### src/rtl/cnu_minsum_serial.sv
`default_nettype none
// ============================================================================
// Module   : cnu_minsum_serial
// Brief    : Serial min-sum LDPC check-node unit. It collects DEG V2C messages,
//            then streams DEG normalised C2V messages (scale 3/4 or offset).
// Revision : 1.0 - initial release
// ============================================================================
module cnu_minsum_serial #(
    parameter int QW     = 6,
    parameter int DEG    = 8,
    parameter int OFFSET = 1,
    parameter int IW     = $clog2(DEG)
) (
    input  logic          clk,
    input  logic          rst,
    input  logic          norm_mode,
    input  logic          in_valid,
    output logic          in_ready,
    input  logic [QW-1:0] in_data,
    output logic          out_valid,
    input  logic          out_ready,
    output logic [QW-1:0] out_data,
    output logic [IW-1:0] out_idx,
    output logic          out_last
);

    typedef enum logic [1:0] {
        S_IDLE    = 2'd0,
        S_COLLECT = 2'd1,
        S_EMIT    = 2'd2
    } state_t;

    localparam logic [QW-2:0] c_mag_max = '1;
    localparam logic [QW-2:0] c_off     = (QW-1)'(OFFSET);
    localparam logic [IW-1:0] c_last    = IW'(DEG - 1);

    state_t          r_state;
    state_t          w_state_nxt;
    logic            r_alive;
    logic            r_mode;
    logic [IW-1:0]   r_cnt;
    logic [QW-2:0]   r_min1;
    logic [QW-2:0]   r_min2;
    logic [IW-1:0]   r_min_idx;
    logic            r_sign_acc;
    logic [DEG-1:0]  r_sign_store;
    logic [QW-1:0]   r_out_data;
    logic [IW-1:0]   r_out_idx;
    logic            r_out_last;

    logic            w_hs_in;
    logic            w_hs_out;
    logic [QW-2:0]   w_mag;
    logic [QW-2:0]   w_min1_n;
    logic [QW-2:0]   w_min2_n;
    logic [IW-1:0]   w_idx_n;
    logic            w_sacc_n;
    logic [DEG-1:0]  w_ss_n;
    logic [IW-1:0]   w_emit_idx;

    // C2V for position j: exclude j's own magnitude and sign, then normalise.
    function automatic logic [QW-1:0] f_c2v(
        input logic [IW-1:0]  j,
        input logic [QW-2:0]  m1,
        input logic [QW-2:0]  m2,
        input logic [IW-1:0]  idx,
        input logic           sacc,
        input logic [DEG-1:0] ss,
        input logic           mode
    );
        logic [QW-2:0] m;
        logic [QW:0]   t3;
        logic [QW-2:0] mag;
        logic          s;
        m   = (j == idx) ? m2 : m1;
        t3  = {2'b00, m} + {1'b0, m, 1'b0};
        if (mode)
            mag = (m > c_off) ? (m - c_off) : '0;
        else
            mag = (QW-1)'(t3 >> 2);
        s = sacc ^ ss[j];
        return s ? (~{1'b0, mag} + QW'(1)) : {1'b0, mag};
    endfunction

    assign w_hs_in    = in_valid & in_ready;
    assign w_hs_out   = out_valid & out_ready;
    assign w_emit_idx = r_out_idx + IW'(1);
    assign in_ready   = r_alive & (r_state != S_EMIT);
    assign out_valid  = (r_state == S_EMIT);
    assign out_data   = r_out_data;
    assign out_idx    = r_out_idx;
    assign out_last   = r_out_last;

    always_ff @(posedge clk or negedge rst) begin
        if (!rst) r_state <= S_IDLE;
        else      r_state <= w_state_nxt;
    end

    always_comb begin
        w_state_nxt = r_state;
        case (r_state)
            S_IDLE:    if (w_hs_in) w_state_nxt = S_COLLECT;
            S_COLLECT: if (w_hs_in && (r_cnt == c_last)) w_state_nxt = S_EMIT;
            S_EMIT:    if (w_hs_out && r_out_last) w_state_nxt = S_IDLE;
            default:   w_state_nxt = S_IDLE;
        endcase
    end

    // Running min1/min2 update against the registered values; ties go to min2.
    always_comb begin
        if (in_data[QW-1])
            w_mag = (in_data[QW-2:0] == '0) ? c_mag_max : (~in_data[QW-2:0] + (QW-1)'(1));
        else
            w_mag = in_data[QW-2:0];
        w_min1_n = r_min1;
        w_min2_n = r_min2;
        w_idx_n  = r_min_idx;
        if (w_mag < r_min1) begin
            w_min2_n = r_min1;
            w_min1_n = w_mag;
            w_idx_n  = r_cnt;
        end else if (w_mag < r_min2) begin
            w_min2_n = w_mag;
        end
        w_sacc_n        = r_sign_acc ^ in_data[QW-1];
        w_ss_n          = r_sign_store;
        w_ss_n[r_cnt]   = in_data[QW-1];
    end

    always_ff @(posedge clk or negedge rst) begin
        if (!rst) begin
            r_alive      <= 1'b0;
            r_mode       <= 1'b0;
            r_cnt        <= '0;
            r_min1       <= c_mag_max;
            r_min2       <= c_mag_max;
            r_min_idx    <= '0;
            r_sign_acc   <= 1'b0;
            r_sign_store <= '0;
            r_out_data   <= '0;
            r_out_idx    <= '0;
            r_out_last   <= 1'b0;
        end else begin
            r_alive <= 1'b1;
            if (w_hs_in) begin
                r_min1       <= w_min1_n;
                r_min2       <= w_min2_n;
                r_min_idx    <= w_idx_n;
                r_sign_acc   <= w_sacc_n;
                r_sign_store <= w_ss_n;
                if (r_cnt == '0)
                    r_mode <= norm_mode;
                if (r_cnt == c_last) begin
                    r_cnt      <= '0;
                    r_out_data <= f_c2v('0, w_min1_n, w_min2_n, w_idx_n, w_sacc_n, w_ss_n, r_mode);
                    r_out_idx  <= '0;
                    r_out_last <= 1'b0;
                end else begin
                    r_cnt <= r_cnt + IW'(1);
                end
            end else if (w_hs_out) begin
                if (r_out_last) begin
                    r_cnt      <= '0;
                    r_min1     <= c_mag_max;
                    r_min2     <= c_mag_max;
                    r_min_idx  <= '0;
                    r_sign_acc <= 1'b0;
                    r_out_data <= '0;
                    r_out_idx  <= '0;
                    r_out_last <= 1'b0;
                end else begin
                    r_out_idx  <= w_emit_idx;
                    r_out_data <= f_c2v(w_emit_idx, r_min1, r_min2, r_min_idx,
                                        r_sign_acc, r_sign_store, r_mode);
                    r_out_last <= (w_emit_idx == c_last);
                end
            end
        end
    end

endmodule
`default_nettype wire

### config.mk
export PLATFORM = sky130hd
export DESIGN_NAME = cnu_minsum_serial
export DESIGN_NICKNAME = d
export VERILOG_FILES = /design/src/rtl/cnu_minsum_serial.sv
export SDC_FILE = /design/constraint.sdc
export NUM_CORES = 1
export LEC_CHECK = 0
export CAP_MARGIN = 15
export CORE_MARGIN = 2
export CORE_UTILIZATION = 50
export DETAILED_ROUTE_END_ITERATION = 8
export PLACE_DENSITY = 0.69
export SLEW_MARGIN = 20
export SYNTH_ARGS = -nofsm -noshare
export SYNTH_HDL_FRONTEND = slang
export SYNTH_SLANG_ARGS = --single-unit
### constraint.sdc
create_clock -name clk -period 11.9 [get_ports clk]
set_clock_uncertainty 0.2 [all_clocks]
set_input_delay 2.38 -clock clk [delete_from_list [all_inputs] [get_ports clk]]
set_output_delay 2.38 -clock clk [all_outputs]
set_load 0.01 [all_outputs]
==> results by group <==
Timing
  • Number of slew-limit violations in the final report: 0
  • Unrepaired setup endpoints after global routing: no
  • Setup_tns: 0 ns
  • Final hold viol count: 0
  • Crit share post-route: 0.726
  • Final setup violation count: 0
  • Worst Max-Slew Pin Slew: 0.883 ns
  • Max-slew headroom: 0.411
  • Max Freq: 116 MHz
  • Tmin final: 8.63 ns

Clock tree
  • CTS Buffer Depth: 2
  • Post-cts resize count: 0
  • # clock sinks: 39
  • H-tree Lvls: 2
  • Clock transition at path regs: 0.09 ns
  • Worst-Skew Late Latency: about 0.3 ns
  • CTS Buf Count: 5
  • Cts hold-fix bufs: 0
  • CTS tree: built
  • Setup Fix Bufs, Post-CTS: 0
  • CTS root buf: clkbuf_8

Min path
  • Hold depth: 1
  • Hold WC Path Type: flip-flop to flip-flop

Die
  • CORE AREA: 0.00718 mm2
  • # rows: 31
  • Die area: roughly 0.0080 mm2
  • Initial core utilization: 0.510
  • Die width: 89.6 um
  • Chip Height: between 80 and 90 um
  • # IOs: 23

Setup path
  • Maximum fanout along the worst path: 17
  • Cell at the slowest stage of the critical path: o21ai_2
  • Critical Path RT: 11.90 ns
  • Crit-path cells: clkdlybuf4s50_1 -> inv_1 -> ha_1 -> or4b_4 -> o21ai_0 -> ha_1 -> o2111ai_1 -> o21ai_2 -> nand2_1 -> o221ai_1 -> inv_1 -> ha_1 -> fa_1 -> xnor2_1 -> nand2b_1 -> or4_1 -> mux2i_1 -> o221ai_1 -> nor2_1 -> a211oi_1 -> a211o_1
  • CP arrival: around 8.6 ns
  • Worst Setup Path Type: input port to flip-flop
  • CP most frequent cell: ha_1
  • FF-to-FF path depth: 17
  • Startpoint class of the critical path: input port
  • Crit path largest cell delay: roughly 0.63 ns
  • CP endpoint kind: flip-flop

Finish
  • Antenna diodes: 0
  • Commonest non-fill, non-tap cell in the layout: nand2_1
  • Share of post-route cells with drive strength above 1: 0.0858
  • Fin nets: just under 500
  • Area of the multi-input gates: 0.00249 mm2
  • Area grow syn2layout: 10.7%
  • Filler cell count: 671
  • Sequential cell area: 988 um2
  • Most frequent cells in the layout: 34 x nand2_1, 33 x inv_1, 33 x nor2_1

Synth
  • Syn Area/Cell: 8.59 um2
  • Syn Inst Count: between 400 and 500
  • Syn. warnings: 0
  • Sequential share of the synthesized area: 0.270
  • Synthesized net count: 470
  • Yosys reg bits: 39
  • Most used DFF post-synth: dfrtp_1
  • Number of distinct library cells after synthesis: 75
  • EDFF count, synth: 0
  • Synthesized area: 0.00366 mm2
  • Asr flop ratio synth: 1.00

Global route
  • Global Route Usage Sum: 0.260
  • Vias in the first global route: roughly 3.2k
  • Largest net degree at the start of global routing: 40
  • Initial antenna violation count: 0
  • GR Overflow Total: 0
  • First-pass GRT wire length: 16.2 mm

Run
  • Maxcap violations: 0

Detailed routing
  • Routed wire per std cell: between 15 and 20 um
  • Vias/cell: 6.31
  • Drt drc: 0
  • DR iter-0 viols: 210
  • Via Count: between 3k and 4k
  • Drt total wl: 9.69 mm
  • Drt first pass iters: 5
  • Routed Antenna Nets: 0

Placement
  • Port Buffer Count: 22
  • Final GP Congestion: 0.929
  • DPL Wire Length: 7.38 mm

Outcome
  • Status: complete, no violations
==> synth_stat cells, types with 2 or more instances <==
cell | n | area [um2]
nand2_1 | 34 | 128
inv_1 | 33 | 124
nor2_1 | 33 | 124
ha_1 | 31 | 388
dfrtp_1 | 29 | 726
a21oi_1 | 24 | 120
o21ai_0 | 24 | 120
clkbuf_1 | 12 | 45.0
nand3_1 | 12 | 60.1
xnor2_1 | 12 | 105
xor2_1 | 11 | 96.3
dfstp_2 | 10 | 263
mux2i_1 | 10 | 100
nor3_1 | 9 | 45.0
a31oi_1 | 8 | 50.1
a22oi_1 | 7 | 52.6
o31ai_1 | 7 | 52.6
a21o_1 | 6 | 45.0
a22o_1 | 6 | 52.6
mux2_2 | 6 | 67.6
a211oi_1 | 5 | 37.5
a32oi_1 | 5 | 43.8
nand2b_1 | 5 | 31.3
o221ai_1 | 5 | 43.8
or3_1 | 5 | 31.3
a211o_1 | 4 | 35.0
and2_1 | 4 | 25.0
and3_1 | 4 | 25.0
a311oi_1 | 3 | 26.3
nor2b_1 | 3 | 18.8
o311a_1 | 3 | 30.0
a21boi_0 | 2 | 15.0
a41o_1 | 2 | 20.0
a41oi_1 | 2 | 17.5
buf_2 | 2 | 10.0
fa_1 | 2 | 40.0
mux4_2 | 2 | 45.0
nand4_1 | 2 | 12.5
o2111ai_1 | 2 | 17.5
o211ai_1 | 2 | 15.0
o22ai_1 | 2 | 12.5
o31a_1 | 2 | 17.5
or4_1 | 2 | 15.0
==> sequential cells by signal, summed over array words and instances (netlist names), 2 cells and up <==
| signal | cells |
|---|---|
| r_sign_store | 8 |
| out_data | 6 |
| r_min1 | 5 |
| r_min2 | 5 |
| out_idx | 3 |
| r_cnt | 3 |
| r_min_idx | 3 |
| r_state | 2 |
==> logic make-up after synthesis <==
group | after synthesis | share of synthesized area
mux | 19 | 0.0622
fa+ha+maj | 33 | 0.117
xor+xnor | 24 | 0.0612
other cells | 1 | 0.00102
flops | 39 | 0.270
simple gates | 123 | 0.166
compound gates | 139 | 0.273
buf+inv | 48 | 0.0499
==> worst max-delay path, delay by kind of cell <==
kind	cells	cell delay [ns]
compound gates	7	2.38
simple gates	5	1.48
fa+ha+maj	4	1.18
buf+inv	3	0.81
xor+xnor	1	0.25
mux	1	0.14
==> path summary, 6_finish.rpt <==
kind                                        start                       to  slack (ns)
max in group asynchronous                     rst     r_cnt[1]$_DFFE_PN0P_        8.96
min                        r_state[1]$_DFFE_PN0P_   r_state[0]$_DFFE_PN0P_        0.26
max reg2reg                 r_min1[3]$_DFFE_PN1P_  out_data[5]$_DFFE_PN0P_        6.48
min reg2reg                r_state[1]$_DFFE_PN0P_   r_state[0]$_DFFE_PN0P_        0.26
max                                    in_data[0]  out_data[5]$_DFFE_PN0P_        3.27
min in group asynchronous                     rst   out_idx[0]$_DFFE_PN0P_        1.99
==> final cells by class <==
type / instances / share of cell area
Clock buffer: 6 / 0.0204
Clock inverter: 2 / 0.00402
Inverter: 34 / 0.0315
Multi-Input combinational cell: 339 / 0.614
Sequential cell: 39 / 0.244
Tap cell: 99 / 0.0306
Timing Repair Buffer: 23 / 0.0550
==> layer usage <==
metal	up-vias	wire length [um]	track usage	part of all wire
li1	1623	-	-	-
met1	1635	4430	0.361	0.46
met2	143	4440	0.416	0.46
met3	19	609	0.0379	0.063
met4	0	210	0.0814	0.022
met5	-	0	0	0
==> through the flow <==
| step | setup WS [ns] | utilization | hold WS (ns) | cells | cell area [um2] |
|---|---|---|---|---|---|
| 6_report | 3.27 | 0.564 | 0.259 | 542 | 4050 |
| 5_1_grt | 2.79 | 0.564 | 0.294 | 542 | 4050 |
| 4_1_cts | 3.38 | 0.564 | 0.260 | 542 | 4050 |
| 3_5_place_dp | 3.06 | 0.551 | 0.248 | 534 | 3950 |
| 3_3_place_gp | 3.37 | 0.551 | 0.234 | 534 | 3950 |
| 2_1_floorplan | 4.54 | - | 0.226 | 426 | 3660 |
Power is not shown: default switching activity piles up to over one toggle a cycle in this logic, so the estimate is an artifact.
